## src/rtl/i_cache_pkg.sv

```systemverilog
// Shared constants and FSM encoding for the direct-mapped instruction cache.
// Default geometry: 16-bit words, 4-word lines, 8 lines.
package i_cache_pkg;
   localparam int IC_WORD_SIZE  = 16;
   localparam int IC_LINE_WORDS = 4;
   localparam int IC_NUM_LINES  = 8;
   localparam int IC_OFS_W      = $clog2(IC_LINE_WORDS);
   localparam int IC_IDX_W      = $clog2(IC_NUM_LINES);
   localparam int IC_TAG_W      = IC_WORD_SIZE - IC_IDX_W - IC_OFS_W;

   typedef enum logic [1:0] {
      IC_IDLE = 2'd0,
      IC_FILL = 2'd1,
      IC_RESP = 2'd2
   } ic_state_e;
endpackage

```

## src/rtl/ic_tag_store.sv

```systemverilog
// Valid bits and tags for the direct-mapped cache.
// Provides a combinational lookup, a single-line install and a flush of every line.
module ic_tag_store
   import i_cache_pkg::*;
#(
   parameter int NUM_LINES = IC_NUM_LINES,
   parameter int IDX_W     = IC_IDX_W,
   parameter int TAG_W     = IC_TAG_W
) (
   input  logic             clk,
   input  logic             reset,
   input  logic [IDX_W-1:0] i_lookup_idx,
   input  logic [TAG_W-1:0] i_lookup_tag,
   output logic             o_hit,
   input  logic             i_install,
   input  logic [IDX_W-1:0] i_install_idx,
   input  logic [TAG_W-1:0] i_install_tag,
   input  logic             i_flush_all
);
   logic [NUM_LINES-1:0] w_valid;
   logic [TAG_W-1:0]     r_tag [NUM_LINES];

   // Flush wins over install; the two never coincide in practice.
   for (genvar gi = 0; gi < NUM_LINES; gi++) begin : g_valid
      logic r_v;
      always_ff @(posedge clk) begin
         if (reset || i_flush_all) begin
            r_v <= 1'b0;
         end else if (i_install && (i_install_idx == IDX_W'(gi))) begin
            r_v <= 1'b1;
         end
      end
      assign w_valid[gi] = r_v;
   end

   always_ff @(posedge clk) begin
      if (i_install) begin
         r_tag[i_install_idx] <= i_install_tag;
      end
   end

   assign o_hit = w_valid[i_lookup_idx] && (r_tag[i_lookup_idx] == i_lookup_tag);
endmodule

```

## src/rtl/i_cache.sv

```systemverilog
// Direct-mapped read-only instruction cache: zero-latency hits, whole-line
// refill on a miss, flush of all lines, and hit/miss performance counters.
module i_cache
   import i_cache_pkg::*;
#(
   parameter int WORD_SIZE  = IC_WORD_SIZE,
   parameter int LINE_WORDS = IC_LINE_WORDS,
   parameter int NUM_LINES  = IC_NUM_LINES
) (
   input  logic                            clk,
   input  logic                            reset,
   input  logic                            c_readM,
   input  logic [WORD_SIZE-1:0]            c_address,
   output logic [WORD_SIZE-1:0]            c_data,
   output logic                            c_ready,
   input  logic                            flush,
   output logic                            m_readM,
   output logic [WORD_SIZE-1:0]            m_address,
   input  logic [WORD_SIZE*LINE_WORDS-1:0] m_line,
   input  logic                            m_valid,
   output logic [WORD_SIZE-1:0]            num_hits,
   output logic [WORD_SIZE-1:0]            num_misses
);
   localparam int OFS_W = $clog2(LINE_WORDS);
   localparam int IDX_W = $clog2(NUM_LINES);
   localparam int TAG_W = WORD_SIZE - IDX_W - OFS_W;

   ic_state_e                             r_state;
   logic [WORD_SIZE-1:0]                  r_miss_addr;
   logic [WORD_SIZE-1:0]                  r_m_address;
   logic                                  r_m_readM;
   logic                                  r_flush_pending;
   logic [WORD_SIZE-1:0]                  r_num_hits;
   logic [WORD_SIZE-1:0]                  r_num_misses;
   logic [LINE_WORDS-1:0][WORD_SIZE-1:0]  r_data [NUM_LINES];
   logic [LINE_WORDS-1:0][WORD_SIZE-1:0]  r_resp_line;

   logic [TAG_W-1:0] w_tag, w_miss_tag;
   logic [IDX_W-1:0] w_idx, w_miss_idx;
   logic [OFS_W-1:0] w_ofs, w_miss_ofs;
   logic             w_hit;
   logic             w_fill_done;
   logic             w_flush_all;

   assign w_tag      = c_address[WORD_SIZE-1 -: TAG_W];
   assign w_idx      = c_address[OFS_W +: IDX_W];
   assign w_ofs      = c_address[OFS_W-1:0];
   assign w_miss_tag = r_miss_addr[WORD_SIZE-1 -: TAG_W];
   assign w_miss_idx = r_miss_addr[OFS_W +: IDX_W];
   assign w_miss_ofs = r_miss_addr[OFS_W-1:0];

   assign w_fill_done = (r_state == IC_FILL) && m_valid && !reset;
   // A flush seen during a fill is deferred until the RESP->IDLE transition,
   // so the freshly installed line is invalidated as well.
   assign w_flush_all = ((r_state == IC_IDLE) && flush) ||
                        ((r_state == IC_RESP) && (flush || r_flush_pending));

   ic_tag_store #(
      .NUM_LINES (NUM_LINES),
      .IDX_W     (IDX_W),
      .TAG_W     (TAG_W)
   ) u_tag_store (
      .clk           (clk),
      .reset         (reset),
      .i_lookup_idx  (w_idx),
      .i_lookup_tag  (w_tag),
      .o_hit         (w_hit),
      .i_install     (w_fill_done),
      .i_install_idx (w_miss_idx),
      .i_install_tag (w_miss_tag),
      .i_flush_all   (w_flush_all)
   );

   always_ff @(posedge clk) begin
      if (w_fill_done) begin
         r_data[w_miss_idx] <= m_line;
      end
   end

   always_ff @(posedge clk) begin
      if (reset) begin
         r_state         <= IC_IDLE;
         r_m_readM       <= 1'b0;
         r_m_address     <= '0;
         r_num_hits      <= '0;
         r_num_misses    <= '0;
         r_flush_pending <= 1'b0;
      end else begin
         case (r_state)
            IC_IDLE: begin
               if (c_readM && w_hit) begin
                  r_num_hits <= r_num_hits + WORD_SIZE'(1);
               end else if (c_readM) begin
                  r_miss_addr  <= c_address;
                  r_m_address  <= {c_address[WORD_SIZE-1:OFS_W], {OFS_W{1'b0}}};
                  r_m_readM    <= 1'b1;
                  r_num_misses <= r_num_misses + WORD_SIZE'(1);
                  r_state      <= IC_FILL;
               end
            end
            IC_FILL: begin
               if (flush) begin
                  r_flush_pending <= 1'b1;
               end
               if (m_valid) begin
                  r_resp_line <= m_line;
                  r_m_readM   <= 1'b0;
                  r_state     <= IC_RESP;
               end
            end
            IC_RESP: begin
               r_flush_pending <= 1'b0;
               r_state         <= IC_IDLE;
            end
            default: begin
               r_state <= IC_IDLE;
            end
         endcase
      end
   end

   // Hits are served straight from the array; RESP replays the captured line.
   always_comb begin
      c_ready = 1'b0;
      c_data  = r_data[w_idx][w_ofs];
      case (r_state)
         IC_IDLE: c_ready = c_readM && w_hit;
         IC_RESP: begin
            c_ready = c_readM && (c_address == r_miss_addr);
            c_data  = r_resp_line[w_miss_ofs];
         end
         default: c_ready = 1'b0;
      endcase
   end

   assign m_readM    = r_m_readM;
   assign m_address  = r_m_address;
   assign num_hits   = r_num_hits;
   assign num_misses = r_num_misses;
endmodule

```

## config.mk

```make
export PLATFORM = sky130hd
export DESIGN_NAME = i_cache
export DESIGN_NICKNAME = d
export VERILOG_FILES = /design/src/rtl/i_cache_pkg.sv /design/src/rtl/ic_tag_store.sv /design/src/rtl/i_cache.sv
export SDC_FILE = /design/constraint.sdc
export NUM_CORES = 1
export LEC_CHECK = 0
export ABC_AREA = 0
export CELL_PAD_IN_SITES_DETAIL_PLACEMENT = 0
export CELL_PAD_IN_SITES_GLOBAL_PLACEMENT = 1
export CORE_UTILIZATION = 48
export DETAILED_ROUTE_END_ITERATION = 12
export HOLD_SLACK_MARGIN = 0.15
export PLACE_DENSITY = 0.72
export SYNTH_ARGS = -nofsm -noshare
export SYNTH_HDL_FRONTEND = slang
export SYNTH_SLANG_ARGS = --single-unit
```

## constraint.sdc

```tcl
create_clock -name clk -period 23.2 [get_ports clk]
set_clock_uncertainty 0.05 [all_clocks]
set_input_delay 4.64 -clock clk [delete_from_list [all_inputs] [get_ports clk]]
set_output_delay 4.64 -clock clk [all_outputs]
set_load 0.01 [all_outputs]
```

==> insert_results.sql <==
INSERT INTO impl_metrics (metric_group, metric, value, unit) VALUES
('clocking', 'cts_hold_repair.buffers', '0', ''),
('route', 'first_iter_violations', '1258', ''),
('synth', 'synth_seq_area_share', '0.754', ''),
('floorplanning', 'die_w', '246', 'um'),
('clocking', 'root_buffer', 'sky130_fd_sc_hd__clkbuf_16', ''),
('clocking', 'ctsLongestPathBuffers', '3', ''),
('synth', 'synth_largest_area_cell', 'sky130_fd_sc_hd__edfxtp_1', ''),
('synth', 'syn-mean-instance-area', '20.9', 'um^2'),
('placement', 'globalplace.congestion', '0.746', ''),
('route', 'detail_route.first_pass.iterations', '7', ''),
('clocking', 'numClockSinks', '738', ''),
('worst_setup_path', 'cp-start-kind', 'input port', ''),
('sta', 'report.final.hold_viol_count', '0', ''),
('power', 'combinational_power_share', '0.050', ''),
('sta', 'setup_viols_final', '0', ''),
('synth', 'synth-warning-count', '0', ''),
('layout', 'final_cell_mix', 'sky130_fd_sc_hd__edfxtp_1 (680), sky130_fd_sc_hd__mux4_2 (195), sky130_fd_sc_hd__clkdlybuf4s50_1 (142)', ''),
('floorplanning', 'floorplan.initialDensity', '0.485', ''),
('clocking', 'tritoncts', 'done', ''),
('layout', 'fin_util', '0.568', ''),
('floorplanning', 'core_area', '59000', 'um^2'),
('global_route', 'grt_use_total', '0.210', ''),
('route', 'vias_per_cell', '5.84', ''),
('route', 'detailroute.wirelength.met2', '31.3', 'mm'),
('route', 'totalWireLength', '61.9', 'mm'),
('power', 'power_per_cell_area', '84.5', 'nW/um^2'),
('worst_setup_path', 'timing.critical_path.arrival', '8.72', 'ns'),
('global_route', 'pin_count_of_the_biggest_net_entering_global_routing', '68', ''),
('worst_setup_path', 'worstPathCellList', 'buf_8 > buf_4 > mux4_2 > mux2i_1 > xor2_1 > nand4_1 > nor4_1 > a22o_1 > clkdlybuf4s50_1', ''),
('sta', 'grt_setup_unrepaired', 'no', ''),
('sta', 'slew_viol_final', '0', ''),
('worst_setup_path', 'critical_path_buf_inv_count', '3', ''),
('floorplanning', 'floorplan.rows', '89', ''),
('floorplanning', 'io-pin-count', '151', ''),
('global_route', 'via_count_of_the_first_global_routing_pass', '14595', ''),
('global_route', 'antenna_found_initial', '3', ''),
('clocking', 'clock_latency_of_the_later_clocked_register_in_the_worst_skew_pair', '0.61', 'ns'),
('clocking', 'cts_max_level', '3', ''),
('sta', 'worst_hold_slack', '0.421', 'ns'),
('global_route', 'grt_overflow_total', '0', ''),
('worst_setup_path', 'crit_path_max_fanout', '58', ''),
('clocking', 'cts.repair.resized', '0', ''),
('route', 'route.top_layer_used', 'met5', ''),
('synth', 'synth.cell_area', '28600', 'um^2'),
('worst_setup_path', 'crit_path_end_kind', 'output pin', ''),
('power', 'swShare', '0.203', ''),
('placement', 'placement.setup.worst_slack', '9.64', 'ns'),
('layout', 'mostFrequentLayoutCell', 'sky130_fd_sc_hd__edfxtp_1', ''),
('flow_run', 'cap_viol_max_count', '0', ''),
('placement', 'placed_area', '31000', 'um^2'),
('run_status', 'run_status', 'complete, no violations', ''),
('floorplanning', 'die_height', '246', 'um'),
('power', 'power.static_leakage', '10.6', 'nW'),
('worst_setup_path', 'worstPathRequired', '18.51', 'ns'),
('layout', 'nNetsFinal', '1635', ''),
('synth', 'synth_edf_count', '680', ''),
('synth', 'ys_ff_latch', '738', ''),
('power', 'power_frac_seq', '0.518', ''),
('min_path', 'hold_path_class', 'register to register', ''),
('placement', 'dpl.hpwl', '34.0', 'mm'),
('global_route', 'grt_first_pass_wirelength', '92.9', 'mm'),
('worst_setup_path', 'critical_path.max_stage_delay', '0.87', 'ns'),
('layout', 'finish.instance_area', '33500', 'um^2'),
('power', 'pwr-share-clk', '0.431', ''),
('worst_setup_path', 'timing_worst_setup_path_type', 'input port to output pin', ''),
('floorplanning', 'total_die_area', '60600', 'um^2'),
('route', 'post_drt_wl_per_cell', '26.0', 'um'),
('clocking', 'cts.reportedPaths.clkPinSlew', '0.05', 'ns'),
('route', 'route.layer.met1.wl', '25.7', 'mm'),
('synth', 'synth_top_flop_cell', 'sky130_fd_sc_hd__edfxtp_1', ''),
('synth', 'asyncSetResetFlopFracSynth', '0', '');
sequential cells by signal (all words and copies together) (netlist names):
register / count
r_resp_line: 64
r_miss_addr: 16
m_address: 14
u_tag_store.g_valid.r_v: 8
num_misses: 16
r_data: 512
u_tag_store.r_tag: 88
r_state: 2
num_hits: 16
r_flush_pending: 1
m_readM: 1
stage by stage:
step | cells | power, W
finish | 2380 | 0.00283
global route | 2379 | 0.00292
CTS | 2379 | 0.00286
detailed placement | 2242 | 0.00164
global placement | 2242 | 0.00164
floorplan | 1369 | 0.00157
final cells by class:
| cell class | count | area, um^2 | area share |
|---|---|---|---|
| clock inverter | 42 | 438 | 0.0131 |
| clock buffer | 95 | 2080 | 0.0620 |
| timing repair buffer | 178 | 1700 | 0.0506 |
| inverter | 4 | 15.0 | 0.000448 |
| sequential | 738 | 21600 | 0.644 |
| multi-input combinational | 549 | 6750 | 0.201 |
| antenna | 1 | 2.50 | 0.0000746 |
| tap | 773 | 967 | 0.0288 |
synth_stat cells (4+ instances only):
library cell	number
sky130_fd_sc_hd__or2_2	6
sky130_fd_sc_hd__buf_1	23
sky130_fd_sc_hd__dfxtp_1	58
sky130_fd_sc_hd__a21oi_1	22
sky130_fd_sc_hd__nor4_1	6
sky130_fd_sc_hd__mux2i_1	30
sky130_fd_sc_hd__buf_2	16
sky130_fd_sc_hd__xnor2_1	13
sky130_fd_sc_hd__xor2_1	13
sky130_fd_sc_hd__nor3_1	9
sky130_fd_sc_hd__nand4_1	12
sky130_fd_sc_hd__o21ai_0	36
sky130_fd_sc_hd__o311ai_0	6
sky130_fd_sc_hd__edfxtp_1	680
sky130_fd_sc_hd__nor2_1	50
sky130_fd_sc_hd__mux2_2	15
sky130_fd_sc_hd__o41ai_1	6
sky130_fd_sc_hd__nand3_1	27
sky130_fd_sc_hd__a31o_2	4
sky130_fd_sc_hd__and3_1	6
sky130_fd_sc_hd__nand2_1	37
sky130_fd_sc_hd__or3_1	7
sky130_fd_sc_hd__nor2b_1	17
sky130_fd_sc_hd__inv_1	4
sky130_fd_sc_hd__mux4_2	195
sky130_fd_sc_hd__clkbuf_1	33
kinds of logic after synthesis:
family,share of synthesized area
other,0.000131
adder cells (fa/ha/maj),0.000874
AND/OR/NAND/NOR,0.0320
XOR/XNOR,0.00796
buffers and inverters,0.0131
flip-flops,0.754
AO/OA/AOI/OAI,0.0190
multiplexers,0.173
final timing paths:
check | slack, ns | end | depth (start not counted) | from
max | 9.79 | c_ready | 9 | c_address[2]
min | 0.42 | u_tag_store.g_valid[7].r_v$_SDFFE_PP0P_ | 2 | u_tag_store.g_valid[7].r_v$_SDFFE_PP0P_
min reg2reg | 0.42 | u_tag_store.g_valid[7].r_v$_SDFFE_PP0P_ | 2 | u_tag_store.g_valid[7].r_v$_SDFFE_PP0P_
max reg2reg | 19.12 | r_data[6][53]$_DFFE_PP_ | 8 | r_state[0]$_SDFFE_PP0P_
metal layers:
layer  global-route usage  up-vias
li1                     -     6055
met1                0.282     7359
met2                0.349      372
met3               0.0446      106
met4               0.0599        4
met5                    0        -
tightest hold or removal path, cell delays in order (launching register included):
cell and delay [ns]:
sky130_fd_sc_hd__dfxtp_1 0.32, sky130_fd_sc_hd__nor2_1 0.05, sky130_fd_sc_hd__nor2_1 0.07
power by group through the flow:
stage / clock (W) / combinational (W) / sequential, W
floorplan: 0 / 0.0000785 / 0.00150
global placement: 0 / 0.000144 / 0.00150
detailed placement: 0 / 0.000145 / 0.00150
CTS: 0.00124 / 0.000146 / 0.00147
global route: 0.00129 / 0.000154 / 0.00147
finish: 0.00122 / 0.000143 / 0.00147
Note: power is estimated with default switching activity, not from simulation.
==> patch: new RTL, same settings <==
Re-encode `ic_state_e` (3 states) as one-hot, 3 bits wide.
--- a/src/rtl/i_cache_pkg.sv
+++ b/src/rtl/i_cache_pkg.sv
@@ -8,10 +8,10 @@
    localparam int IC_IDX_W      = $clog2(IC_NUM_LINES);
    localparam int IC_TAG_W      = IC_WORD_SIZE - IC_IDX_W - IC_OFS_W;
 
-   typedef enum logic [1:0] {
-      IC_IDLE = 2'd0,
-      IC_FILL = 2'd1,
-      IC_RESP = 2'd2
+   typedef enum logic [2:0] {
+      IC_IDLE = 3'b001,
+      IC_FILL = 3'b010,
+      IC_RESP = 3'b100
    } ic_state_e;
 endpackage
 
Check against the original RTL: same outputs for any inputs over 4 cycles, from zero or initial values and one cycle with reset high; so few cycles prove little.
==> patch against the original RTL <==
Power shrank 2.5%. Final area fell by 0.32%. Wire length increased by 1.8%. Core utilization fell by 0.18 points. Sequential cell count increased by 1. Setup slack worse by 0.36 ns. Sequential share of layout area up 0.27 points. Critical endpoint unchanged. Via count hardly changed. Area after synthesis is 0.19% higher.
==> patch: results (changes against the original RTL) <==
The run finished with clean final reports. The maximum fanout along the worst path is 91 (was 58), and the number of hold violations in the final report is 0 (unchanged). For the weighted congestion reported at the end of routability-driven placement, the log shows 0.736 (was 0.746).

For the number of cells upsized or downsized after cts, the log shows 0 (unchanged). The initial antenna violation count is 6 (was 3), and the total cell area at the placement stage is 31100 um2 (was 31000 um2). The number of violations reported at the end of detailed-routing iteration 0 was 1135 (was 1258); the complex-gate fraction of the synthesized area was 1.56% (was 1.90%). The run gives 18.76 ns (was 19.12 ns) as the flop-to-flop setup slack. The pin count of the biggest net entering global routing came out at 92 (was 68). For the cell area after synthesis, the log shows 28700 um2 (was 28600 um2).

The tools report the critical path data arrival time as 9.08 ns (was 8.72 ns). The relative max-transition margin was 25.6% (was 25.2%); the cell area power density was 82.6 nW/um2 (was 84.5 nW/um2). The fraction of synthesized cell area in xor and xnor cells was 0.947% (was 0.796%); the sequential area share after synthesis was 75.3% (was 75.4%). The adder-cell share of the synthesized area works out to 0.0873% (was 0.0874%). Path category of the worst min-delay check: reg -> reg (unchanged).

The HPWL reported at the end of detailed placement was 35600 um (was 34000 um). Fraction of final layout cells sized beyond drive strength 1: 22.2% (was 23.5%). The post-detailed-routing wire length came out at 63000 um (was 61900 um). The number of distinct library cell variants in the gate-level netlist after synthesis is 56 (was 47). Portion of netlist area occupied by mux cells: 17.6% (was 17.3%). The total vias in the final route is 13.9k (about the same). The total track usage is 21.5% (was 21.0%), and the latest clock arrival within the worst-skew pair is 0.60 ns.

The highest ir drop seen on vdd was 0.0696 mV (was 0.0639 mV). The CTS root buffer is clkbuf_16 (unchanged). The number of filler cells placed in the layout is 4439 (was 4363).

Ranking of synthesized cells by area: edfxtp_1 71%, mux4_2 15%, dfxtp_1 4.1%, mux2i_1 1.6%, nor2_1 0.89% (was edfxtp_1 71%, mux4_2 15%, dfxtp_1 4.1%, mux2i_1 1.0%, nor2_1 0.66%). The logs give 94000 um (was 92900 um) for the first-pass GRT wire length and 5 (was 7) for the first-pass iteration count of the detailed router. The run gives 10.6 nW (about the same) as the leakage power figure. The final net count is 1641 (was 1635). Synth top cells by count: 680 x edfxtp_1, 190 x mux4_2, 68 x nor2_1 (was 680 x edfxtp_1, 195 x mux4_2, 58 x dfxtp_1).
patch: critical path, cell delays in order:
cell             delay, ns
buf_6                 0.64
buf_4                 0.96
mux4_1                0.66
mux2i_1               0.26
xnor2_1               0.14
nor2_1                0.10
nand4_1               0.10
nor4_1                0.30
buf_4                 0.22
nand2_1               0.07
o41ai_1               0.12
clkdlybuf4s50_1       0.62
patch: report_power, final:
| group | switching (mW) | internal [mW] |
|---|---|---|
| combinational | 0.0718 | 0.0672 |
| clock | 0.489 | 0.669 |
| sequential | 0.00514 | 1.46 |
| total | 0.566 | 2.19 |
patch: through the flow:
step                util [%]  std cells  setup WS, ns  hold slack, ns  total power, mW
floorplan                  -       1373          9.32           0.385             1.57
global placement        52.7       2248          9.40           0.391             1.63
detailed placement      52.7       2248          9.46           0.404             1.63
CTS                     56.6       2387          9.45           0.417             2.79
global route            56.6       2387          9.17           0.432             2.84
finish                  56.6       2388          9.43           0.417             2.76
patch: path summary, 6_finish.rpt:
check / from / to / cells past startpoint
min reg2reg: u_tag_store.g_valid[1].r_v / u_tag_store.g_valid[1].r_v / 1
max reg2reg: r_state[0] / r_data[6][36] / 8
min: u_tag_store.g_valid[1].r_v / u_tag_store.g_valid[1].r_v / 1
max: c_address[3] / c_ready / 12
patch: kinds of logic after synthesis:
kind of cell / after synthesis
other: 1
multiplexers: 260
AO/OA/AOI/OAI: 69
AND/OR/NAND/NOR: 197
buffers and inverters: 73
flip-flops: 739
XOR/XNOR: 31
adder cells (fa/ha/maj): 2
patch: area by class of cell:
| type | instances | share of cell area [%] |
|---|---|---|
| sequential | 739 | 64.6 |
| clock inverter | 33 | 0.831 |
| multi-input combinational | 561 | 20.5 |
| tap | 773 | 2.89 |
| inverter | 1 | 0.0112 |
| timing repair buffer | 174 | 4.98 |
| clock buffer | 106 | 6.18 |
| antenna | 1 | 0.00749 |
patch: layer usage:
| metal | vias to the layer above | track usage [%] | wire length [um] |
|---|---|---|---|
| met3 | 91 | 3.66 | 3350 |
| met4 | 6 | 4.97 | 1100 |
| li1 | 6016 | - | - |
| met2 | 380 | 34.9 | 30800 |
| met1 | 7410 | 30.6 | 27700 |
| met5 | - | 0 | 45 |
